==> src/rtl/enum_type.sv <==
// Shared game-core state/command encoding used by the core and its input front end.
package enum_type;

    typedef enum logic [3:0] {
        NONE, INIT, WAIT, MCHECK, END,
        DOWN, LEFT, RIGHT, ROTATE, ROTATE_REV, DROP, HOLD, BAR
    } state_type;

endpackage

==> src/rtl/tetris_repeat.sv <==
// Auto-repeat for one held button: pulse on press, again DAS cycles later,
// then every ARR cycles until release.
module tetris_repeat #(
    parameter int DAS = 20_000_000,
    parameter int ARR = 5_000_000
) (
    input  logic clk,
    input  logic reset_n,
    input  logic clr,
    input  logic btn,
    output logic evt
);

    localparam logic [31:0] DAS_C = 32'(DAS);
    localparam logic [31:0] ARR_C = 32'(ARR);

    logic        lvl_q, lvl_d;
    logic        rep_q, rep_d;
    logic [31:0] cnt_q, cnt_d;

    always_comb begin
        lvl_d = btn;
        cnt_d = cnt_q;
        rep_d = rep_q;
        evt   = 1'b0;
        if (btn && !lvl_q) begin
            evt   = 1'b1;
            cnt_d = 32'd1;
            rep_d = 1'b0;
        end else if (btn && cnt_q != 32'd0) begin
            // A zero timer while held means repeat was cancelled; stay idle until next press.
            if (cnt_q == (rep_q ? ARR_C : DAS_C)) begin
                evt   = 1'b1;
                cnt_d = 32'd1;
                rep_d = 1'b1;
            end else begin
                cnt_d = cnt_q + 32'd1;
            end
        end else begin
            cnt_d = 32'd0;
            rep_d = 1'b0;
        end
        if (clr) begin
            cnt_d = 32'd0;
            rep_d = 1'b0;
        end
    end

    always_ff @(posedge clk or negedge reset_n) begin
        if (!reset_n) begin
            lvl_q <= 1'b0;
            rep_q <= 1'b0;
            cnt_q <= 32'd0;
        end else begin
            lvl_q <= lvl_d;
            rep_q <= rep_d;
            cnt_q <= cnt_d;
        end
    end

endmodule

==> src/rtl/tetris_input.sv <==
// Input front end: turns buttons, gravity and garbage requests into one
// registered command at a time for the game core, with fixed priority.
module tetris_input
    import enum_type::*;
#(
    parameter int GRAV_BASE = 50_000_000,
    parameter int GRAV_STEP = 4_500_000,
    parameter int DAS       = 20_000_000,
    parameter int ARR       = 5_000_000
) (
    input  logic        clk,
    input  logic        reset_n,
    input  logic        btn_left,
    input  logic        btn_right,
    input  logic        btn_rotate,
    input  logic        btn_rotate_rev,
    input  logic        btn_down,
    input  logic        btn_drop,
    input  logic        btn_hold,
    input  logic        bar_req,
    input  logic [31:0] rng,
    input  state_type   state,
    input  logic [15:0] score,
    output state_type   ctrl,
    output logic [9:0]  bar_mask,
    output logic [3:0]  level
);

    localparam int P_DROP = 0, P_HOLD = 1, P_ROT = 2, P_ROTR = 3, P_LEFT = 4;
    localparam int P_RIGHT = 5, P_SDOWN = 6, P_GDOWN = 7, P_BAR = 8;

    logic [6:0]  btn_q, btn_d, btn_vec, press;
    logic [2:0]  rep_btn, rep_evt;
    logic [8:0]  pend_q, pend_d, issue_src;
    logic [9:0]  mask_q, mask_d;
    logic [3:0]  level_q, level_d, bar_idx;
    logic [31:0] grav_q, grav_d, period_m1;
    state_type   ctrl_q, ctrl_d;
    logic        play, accept, grav_tick;
    logic        unused_ok;

    assign btn_vec   = {btn_hold, btn_drop, btn_down, btn_rotate_rev, btn_rotate, btn_right, btn_left};
    assign rep_btn   = {btn_down, btn_right, btn_left};
    assign unused_ok = ^{rng[31:4], score[3:0]};

    genvar gi;
    generate
        for (gi = 0; gi < 3; gi++) begin : g_rep
            tetris_repeat #(.DAS(DAS), .ARR(ARR)) u_rep (
                .clk     (clk),
                .reset_n (reset_n),
                .clr     (!play),
                .btn     (rep_btn[gi]),
                .evt     (rep_evt[gi])
            );
        end
    endgenerate

    always_comb begin
        play      = (state != INIT) && (state != END);
        accept    = (ctrl_q != NONE) && ((state == WAIT) || !play);
        press     = btn_vec & ~btn_q;
        btn_d     = btn_vec;
        level_d   = (score[15:8] == 8'd0) ? score[7:4] : 4'd9;
        period_m1 = 32'(GRAV_BASE) - 32'(level_q) * 32'(GRAV_STEP) - 32'd1;
        // >= so a level increase mid-count fires immediately instead of wrapping.
        grav_tick = play && (grav_q >= period_m1);
        bar_idx   = rng[3:0] % 4'd10;

        if (!play || grav_tick || (accept && (ctrl_q == DOWN || ctrl_q == DROP)))
            grav_d = 32'd0;
        else
            grav_d = grav_q + 32'd1;

        pend_d = pend_q;
        mask_d = mask_q;
        if (play) begin
            if (press[5])   pend_d[P_DROP]  = 1'b1;
            if (press[6])   pend_d[P_HOLD]  = 1'b1;
            if (press[2])   pend_d[P_ROT]   = 1'b1;
            if (press[3])   pend_d[P_ROTR]  = 1'b1;
            if (rep_evt[0]) pend_d[P_LEFT]  = 1'b1;
            if (rep_evt[1]) pend_d[P_RIGHT] = 1'b1;
            if (rep_evt[2]) pend_d[P_SDOWN] = 1'b1;
            if (grav_tick)  pend_d[P_GDOWN] = 1'b1;
            if (bar_req && !pend_q[P_BAR]) begin
                pend_d[P_BAR] = 1'b1;
                mask_d        = 10'd1 << bar_idx;
            end
        end else begin
            pend_d = '0;
            mask_d = '0;
            if (|press) pend_d[P_SDOWN] = 1'b1;
        end
        if (accept) begin
            case (ctrl_q)
                DROP:       pend_d[P_DROP]  = 1'b0;
                HOLD:       pend_d[P_HOLD]  = 1'b0;
                ROTATE:     pend_d[P_ROT]   = 1'b0;
                ROTATE_REV: pend_d[P_ROTR]  = 1'b0;
                LEFT:       pend_d[P_LEFT]  = 1'b0;
                RIGHT:      pend_d[P_RIGHT] = 1'b0;
                DOWN: begin
                    pend_d[P_SDOWN] = 1'b0;
                    pend_d[P_GDOWN] = 1'b0;
                end
                BAR: begin
                    pend_d[P_BAR] = 1'b0;
                    mask_d        = '0;
                end
                default: ;
            endcase
        end

        // Outside play only the start command may be issued.
        issue_src = play ? pend_q : (pend_q & 9'(1 << P_SDOWN));
        ctrl_d    = ctrl_q;
        if (accept) begin
            ctrl_d = NONE;
        end else if (ctrl_q == NONE) begin
            if      (issue_src[P_DROP])  ctrl_d = DROP;
            else if (issue_src[P_HOLD])  ctrl_d = HOLD;
            else if (issue_src[P_ROT])   ctrl_d = ROTATE;
            else if (issue_src[P_ROTR])  ctrl_d = ROTATE_REV;
            else if (issue_src[P_LEFT])  ctrl_d = LEFT;
            else if (issue_src[P_RIGHT]) ctrl_d = RIGHT;
            else if (issue_src[P_SDOWN] || issue_src[P_GDOWN]) ctrl_d = DOWN;
            else if (issue_src[P_BAR])   ctrl_d = BAR;
        end
    end

    always_ff @(posedge clk or negedge reset_n) begin
        if (!reset_n) begin
            btn_q   <= '0;
            pend_q  <= '0;
            mask_q  <= '0;
            level_q <= '0;
            grav_q  <= '0;
            ctrl_q  <= NONE;
        end else begin
            btn_q   <= btn_d;
            pend_q  <= pend_d;
            mask_q  <= mask_d;
            level_q <= level_d;
            grav_q  <= grav_d;
            ctrl_q  <= ctrl_d;
        end
    end

    assign ctrl     = ctrl_q;
    assign bar_mask = mask_q;
    assign level    = level_q;

endmodule

==> config.mk <==
export PLATFORM = sky130hd
export DESIGN_NAME = tetris_input
export DESIGN_NICKNAME = d
export VERILOG_FILES = /design/src/rtl/enum_type.sv /design/src/rtl/tetris_repeat.sv /design/src/rtl/tetris_input.sv
export SDC_FILE = /design/constraint.sdc
export NUM_CORES = 1
export LEC_CHECK = 0
export ABC_AREA = 1
export CORE_MARGIN = 5
export CORE_UTILIZATION = 61
export DETAILED_ROUTE_END_ITERATION = 8
export PLACE_DENSITY = 0.82
export SLEW_MARGIN = 30
export SYNTH_ARGS = -nofsm -noshare
export SYNTH_HDL_FRONTEND = slang
export SYNTH_HIERARCHICAL = 1
export SYNTH_SLANG_ARGS = --single-unit
==> constraint.sdc <==
create_clock -name clk -period 5.25 [get_ports clk]
set_input_delay 1.05 -clock clk [delete_from_list [all_inputs] [get_ports clk]]
set_output_delay 1.05 -clock clk [all_outputs]
set_load 0.05 [all_outputs]
After elaboration in Yosys (flattened, before gate mapping)
Index checks and enable logic that the tools add are counted.
W data, S select, Z words.
{ "word_totals": {"register_bits": 168, "in_bits": 62, "output_inout_bits": 18, "elab_cells": 148} }
{ "classes": {"n_addsub": 6, "n_mul": 1, "div": 1, "order_cmp": 1, "eq_ne": 17, "shifts": 1, "n_mux": 73, "n_bitwise": 2, "n_reduce_logical": 31} }
{ "op_table": {"columns": ["op", "count"], "rows": [
  ["$mux W32", 13],
  ["$add A32 B1 Y32 const B", 4],
  ["$eq A32 B32 Y1", 3],
  ["$reduce_bool A32 Y1", 3],
  ["$mux W25", 3],
  ["$mux W4", 11],
  ["$mux W10", 4],
  ["$mux W1", 38],
  ["$ge A32 B32 Y1", 1],
  ["$sub A28 B2 Y29 const B", 1],
  ["$sub A26 B27 Y28 const A", 1],
  ["$mux W9", 3],
  ["$mul A4 B18 Y22 const B", 1],
  ["$eq A4 B4 Y1 const B", 5],
  ["$ne A4 B3 Y1 const B", 4],
  ["$eq A4 B3 Y1 const B", 3],
  ["$logic_and A1 B1 Y1", 11],
  ["$shl A1 B4 Y10 const A", 1],
  ["$reduce_bool A9 Y1", 1],
  ["$logic_not A8 Y1", 1],
  ["$and A7 B7 Y7", 1],
  ["$not A7 Y7", 1],
  ["$reduce_or A7 Y1", 1],
  ["$logic_not A1 Y1", 5],
  ["other kinds (9)", 13]
]} }

Longest topological paths before layout
{ "logic_depth": {"ltp_word": 13, "ltp_mapped": 37, "depth_no_buf": 36} }

By module
The synthesis kept the hierarchy.
{ "modules_own_cells": {"columns": ["mod", "n_inst", "cells_each", "area_per_inst_um2", "seq_area_each_um2"], "rows": [
  ["tetris_repeat", 3, 320, 2277.2, 850.8],
  ["tetris_input", 1, 724, 5238.8, 1651.6]
]} }

Least setup slack after synthesis
Ideal clock, no wire load.
{ "synth_timing": {"path_kind": "flip-flop to flip-flop", "startpoint": "register level_q[2], in the netlist level[2]", "endpoint": "register grav_q[9]", "setup_ns": 0.069, "arrival_ns": 4.412, "t_required_ns": 5.181, "setup_slack_ns": 0.769, "path_stages_with_launch": 33, "n_path_buf": 2, "period_less_slack_ns": 4.481, "path_cell_list": "dfrtp_1 buf_4 inv_1 fa_1 inv_2 ha_1 nand2_1 nor2_1 nand2_1 nor2_1 nor2_1 xor2_1 nor2_1 inv_1 nor2_2 nand3_1 nand2_1 inv_1 ha_1 nand2_1 inv_1 o21ai_0 nand2_1 a21oi_1 nand2_1 nand2_1 nand2_1 nand2_1 nand3_2 nand2_2 nand2_4 buf_6 nor2_2"} }
{ "synth_via": {"elab_chain_cells": 8} }
{ "synth_rtl": {"columns": ["item", "line", "text"], "rows": [
  ["from (decl)", "tetris_input.sv:36", "logic [3:0] level_q, level_d, bar_idx;"],
  ["from (signal assigned)", "tetris_input.sv:144", "level_q <= level_d;"],
  ["$mul A4 B18 Y22", "tetris_input.sv:65", "period_m1 = 32'(GRAV_BASE) - 32'(level_q) * 32'(GRAV_STEP) - 32'd1;"],
  ["$sub A26 B27 Y28", "tetris_input.sv:65", null],
  ["$sub A28 B2 Y29", "tetris_input.sv:65", null],
  ["$ge A32 B32 Y1", "tetris_input.sv:67", "grav_tick = play && (grav_q >= period_m1);"],
  ["$logic_and A1 B1 Y1", "tetris_input.sv:67", null],
  ["$logic_or A1 B1 Y1 (2 in a row)", "tetris_input.sv:70", "if (!play || grav_tick || (accept && (ctrl_q == DOWN || ctrl_q == DROP)))"],
  ["$mux W32", "tetris_input.sv:70", null],
  ["named net grav_d[9]", "tetris_input.sv:37", "logic [31:0] grav_q, grav_d, period_m1;"],
  ["to (signal assigned)", "tetris_input.sv:145", "grav_q <= grav_d;"],
  ["to (decl)", "tetris_input.sv:37", null]
]} }
The timed path passes the listed nets, and every way through them passes these cells.
A chain may end at the register's enable or synchronous reset.

Final worst setup path
{ "layout_timing": {"startpoint": "register level_q[1], in the netlist level[1]", "endpoint": "register grav_q[19]"} }
Same word-level chain as after synthesis.

==> metrics <==
P per Cell Area=between 200 and 250 mW/mm²; port bufs=47; EDFF count, synth=0; Rows=51; final setup fails=0; post-cts repair resize count=0; Setup TNS=0 ps; CP most frequent cell=nand2_1; Setup WS pre-CTS=662 ps; Root Buffer Master=clkbuf_16; CP required=5600 ps; slowest stage delay, CP=430 ps; outcome=finished clean; CTS buffer count=17; ANT cells=0; Slew headroom=39.8%; Worst IR Drop VDD=232 µV; maximum buffer depth of the clock tree=2; Layout Utilization=68.6%; post-synthesis sequential area ratio=34.8%; largest net degree at the start of global routing=83; CTS tree=done; Peak Freq=0.216 GHz; count leader, synth=nand2_1; library cells used by synthesis=50; P_leak=between 6 and 7 nW; die height=between 150 and 200 µm; Clk Latency, worst-skew pair=430 ps; post-DR wirelength/cell=13.9 µm; RSZ-0062 raised after global routing=false; Reg clk slew, reported paths=approximately 70 ps; cells after synthesis=1,684; most used flip-flop cell after synthesis=dfrtp_1; final-report hold violation count=0; Fillers=1,629; Design Power=3.16 mW; Routed WL=27.9 mm; Setup Skew=8.89 ps; routability cong.=roughly 0.94; ANT nets after route=0; Synth area leader=dfrtp_1; via/cell ratio=5.35; Logic pwr share=13.2%; cell internal pwr=roughly 2.3 mW; Synth-to-Final Area Change=10.7%; CP max FO=32; Placeable Area=0.0195 mm²; top cells by area, synth=dfrtp_1 (35%), nand2_1 (11%), nor2_1 (10%), xor2_1 (8.5%), inv_1 (7.1%); period utilization=88.3%; synthesized area=about 0.012 mm²; Post-CTS Setup Inserts=0; first-pass GRT wire length=47.9 mm; fin crit period=4630 ps; post-synth top area share=34.8%; Switching Share=~28%; DIE AREA=0.0227 mm²; CP top delay family=simple AND/OR/NAND/NOR gates; Post-CTS Hold Buffers=0; Initial Utilization=around 62%; Synth top cells by count=nand2_1 (351), nor2_1 (320), inv_1 (229); ys async rst share=100%; H-tree lvl count=4; layout cell share with drive strength beyond 1=8.36%; 1st-pass router iterations=5; CP bufs+invs=5; drt initial violations=630; clock sink total=168; die extent in x=151 µm; Residual DRC=0; Startpoint Class=flop; setup ws final=616 ps; global route total overflow=0; Slew @ Worst Pin=899 ps; Seq pwr share=44.4%; Switching Power=0.893 mW; CP Class=flop to flop; Final Max Slew Viols=0; Worst EP arrival=4980 ps; Synth Area per Inst=7.17 µm²; Yosys Warn Count=6; GR Util All Layers=25.8%; syn_nets=1,790; Vias=10,800; Worst setup EP type=flop; initial antenna violation count=0; Worst Hold Class=flop to flop; Worst path slowest cell=fa_1; clock power share=42.4%; nets@finish=1,839; Yosys reg bits=168; I/O pin count=80; Max-Cap Viols=0; vias in the first global route=10,600; dpl hpwl=about 21 mm
layout make-up:
class / count / area (µm²) / share of cell area (%)
timing repair buffer: 53 / 517 / 3.87
clock inverter: 14 / 188 / 1.41
multi-input combinational: 1254 / 6780 / 50.8
clock buffer: 18 / 439 / 3.29
tap: 265 / 332 / 2.48
sequential: 168 / 4200 / 31.5
inverter: 239 / 897 / 6.72
state kept, by name, indices dropped and copies added (netlist names), 4 cells and up:
name               cells
bar_mask              10
btn_q                  7
ctrl                   4
g_rep.u_rep/cnt_q     96
grav_q                32
level                  4
pend_q                 9
final timing paths:
path	slack, ps	cells past startpoint	end	start
worst min register to register	470	1	grav_q[0]	grav_q[0]
worst max register to register	620	31	grav_q[19]	level[1]
min in group asynchronous	650	1	g_rep[1].u_rep/cnt_q[26]	reset_n
worst max-delay path	620	31	grav_q[19]	level[1]
worst min-delay path	470	1	grav_q[0]	grav_q[0]
max in group asynchronous	3490	2	g_rep[0].u_rep/cnt_q[3]	reset_n
cells in the final DEF (no fill, tap or decap), types with 11 or more instances in the layout:
master / Yosys / final
clkdlybuf4s50_1: 0 / 46
xnor2_1: 18 / 18
nor3_2: 11 / 11
dfrtp_1: 168 / 168
nor2_1: 320 / 320
clkbuf_16: 0 / 17
nand3_1: 129 / 129
ha_1: 43 / 43
nor3_1: 60 / 60
xor2_1: 117 / 117
inv_1: 229 / 229
a21oi_1: 24 / 24
o21ai_0: 21 / 20
nand2_1: 351 / 351
nand3_2: 12 / 12
nand4_1: 30 / 30
nor2_2: 43 / 43
routing by layer:
layer / vias to the layer above / share of wire [%] / global-route usage, %
met3: 68 / 4.8 / 4.21
li1: 5408 / - / -
met1: 4993 / 44 / 33.5
met4: 0 / 2.8 / 9.11
met2: 293 / 48 / 43.7
met5: - / 0 / 0
metrics by stage:
stage	instance area (µm²)	hold WS, ps	cells
global route	13400	488	2011
finish	13400	468	2011
floorplan	12100	430	1684
global placement	12700	446	1979
CTS	13400	468	2011
detailed placement	12700	459	1979
worst register-to-register path, delay by kind of cell, from the launching register on:
family                   cells  cell delay [ps]
adder cells (fa/ha/maj)      4             1160
AND/OR/NAND/NOR             19             2190
XOR/XNOR                     1              210
AO/OA/AOI/OAI                2              300
buffers and inverters        5              310
flip-flops                   1              390
cell families after synthesis:
kind of cell | Yosys count | synth area share, %
buffers and inverters | 262 | 9.00
XOR/XNOR | 136 | 9.93
AO/OA/AOI/OAI | 77 | 4.24
AND/OR/NAND/NOR | 997 | 37.4
flip-flops | 168 | 34.8
adder cells (fa/ha/maj) | 44 | 4.62
power groups by stage:
stage / combinational (mW) / clock [mW] / sequential [mW]
final: 0.417 / 1.34 / 1.41
after global routing: 0.465 / 1.42 / 1.41
after CTS: 0.421 / 1.37 / 1.40
after floorplan: 0.221 / 0 / 1.48
after global placement: 0.406 / 0 / 1.43
after detailed placement: 0.419 / 0 / 1.43
Power figures use the tool's default switching activity.
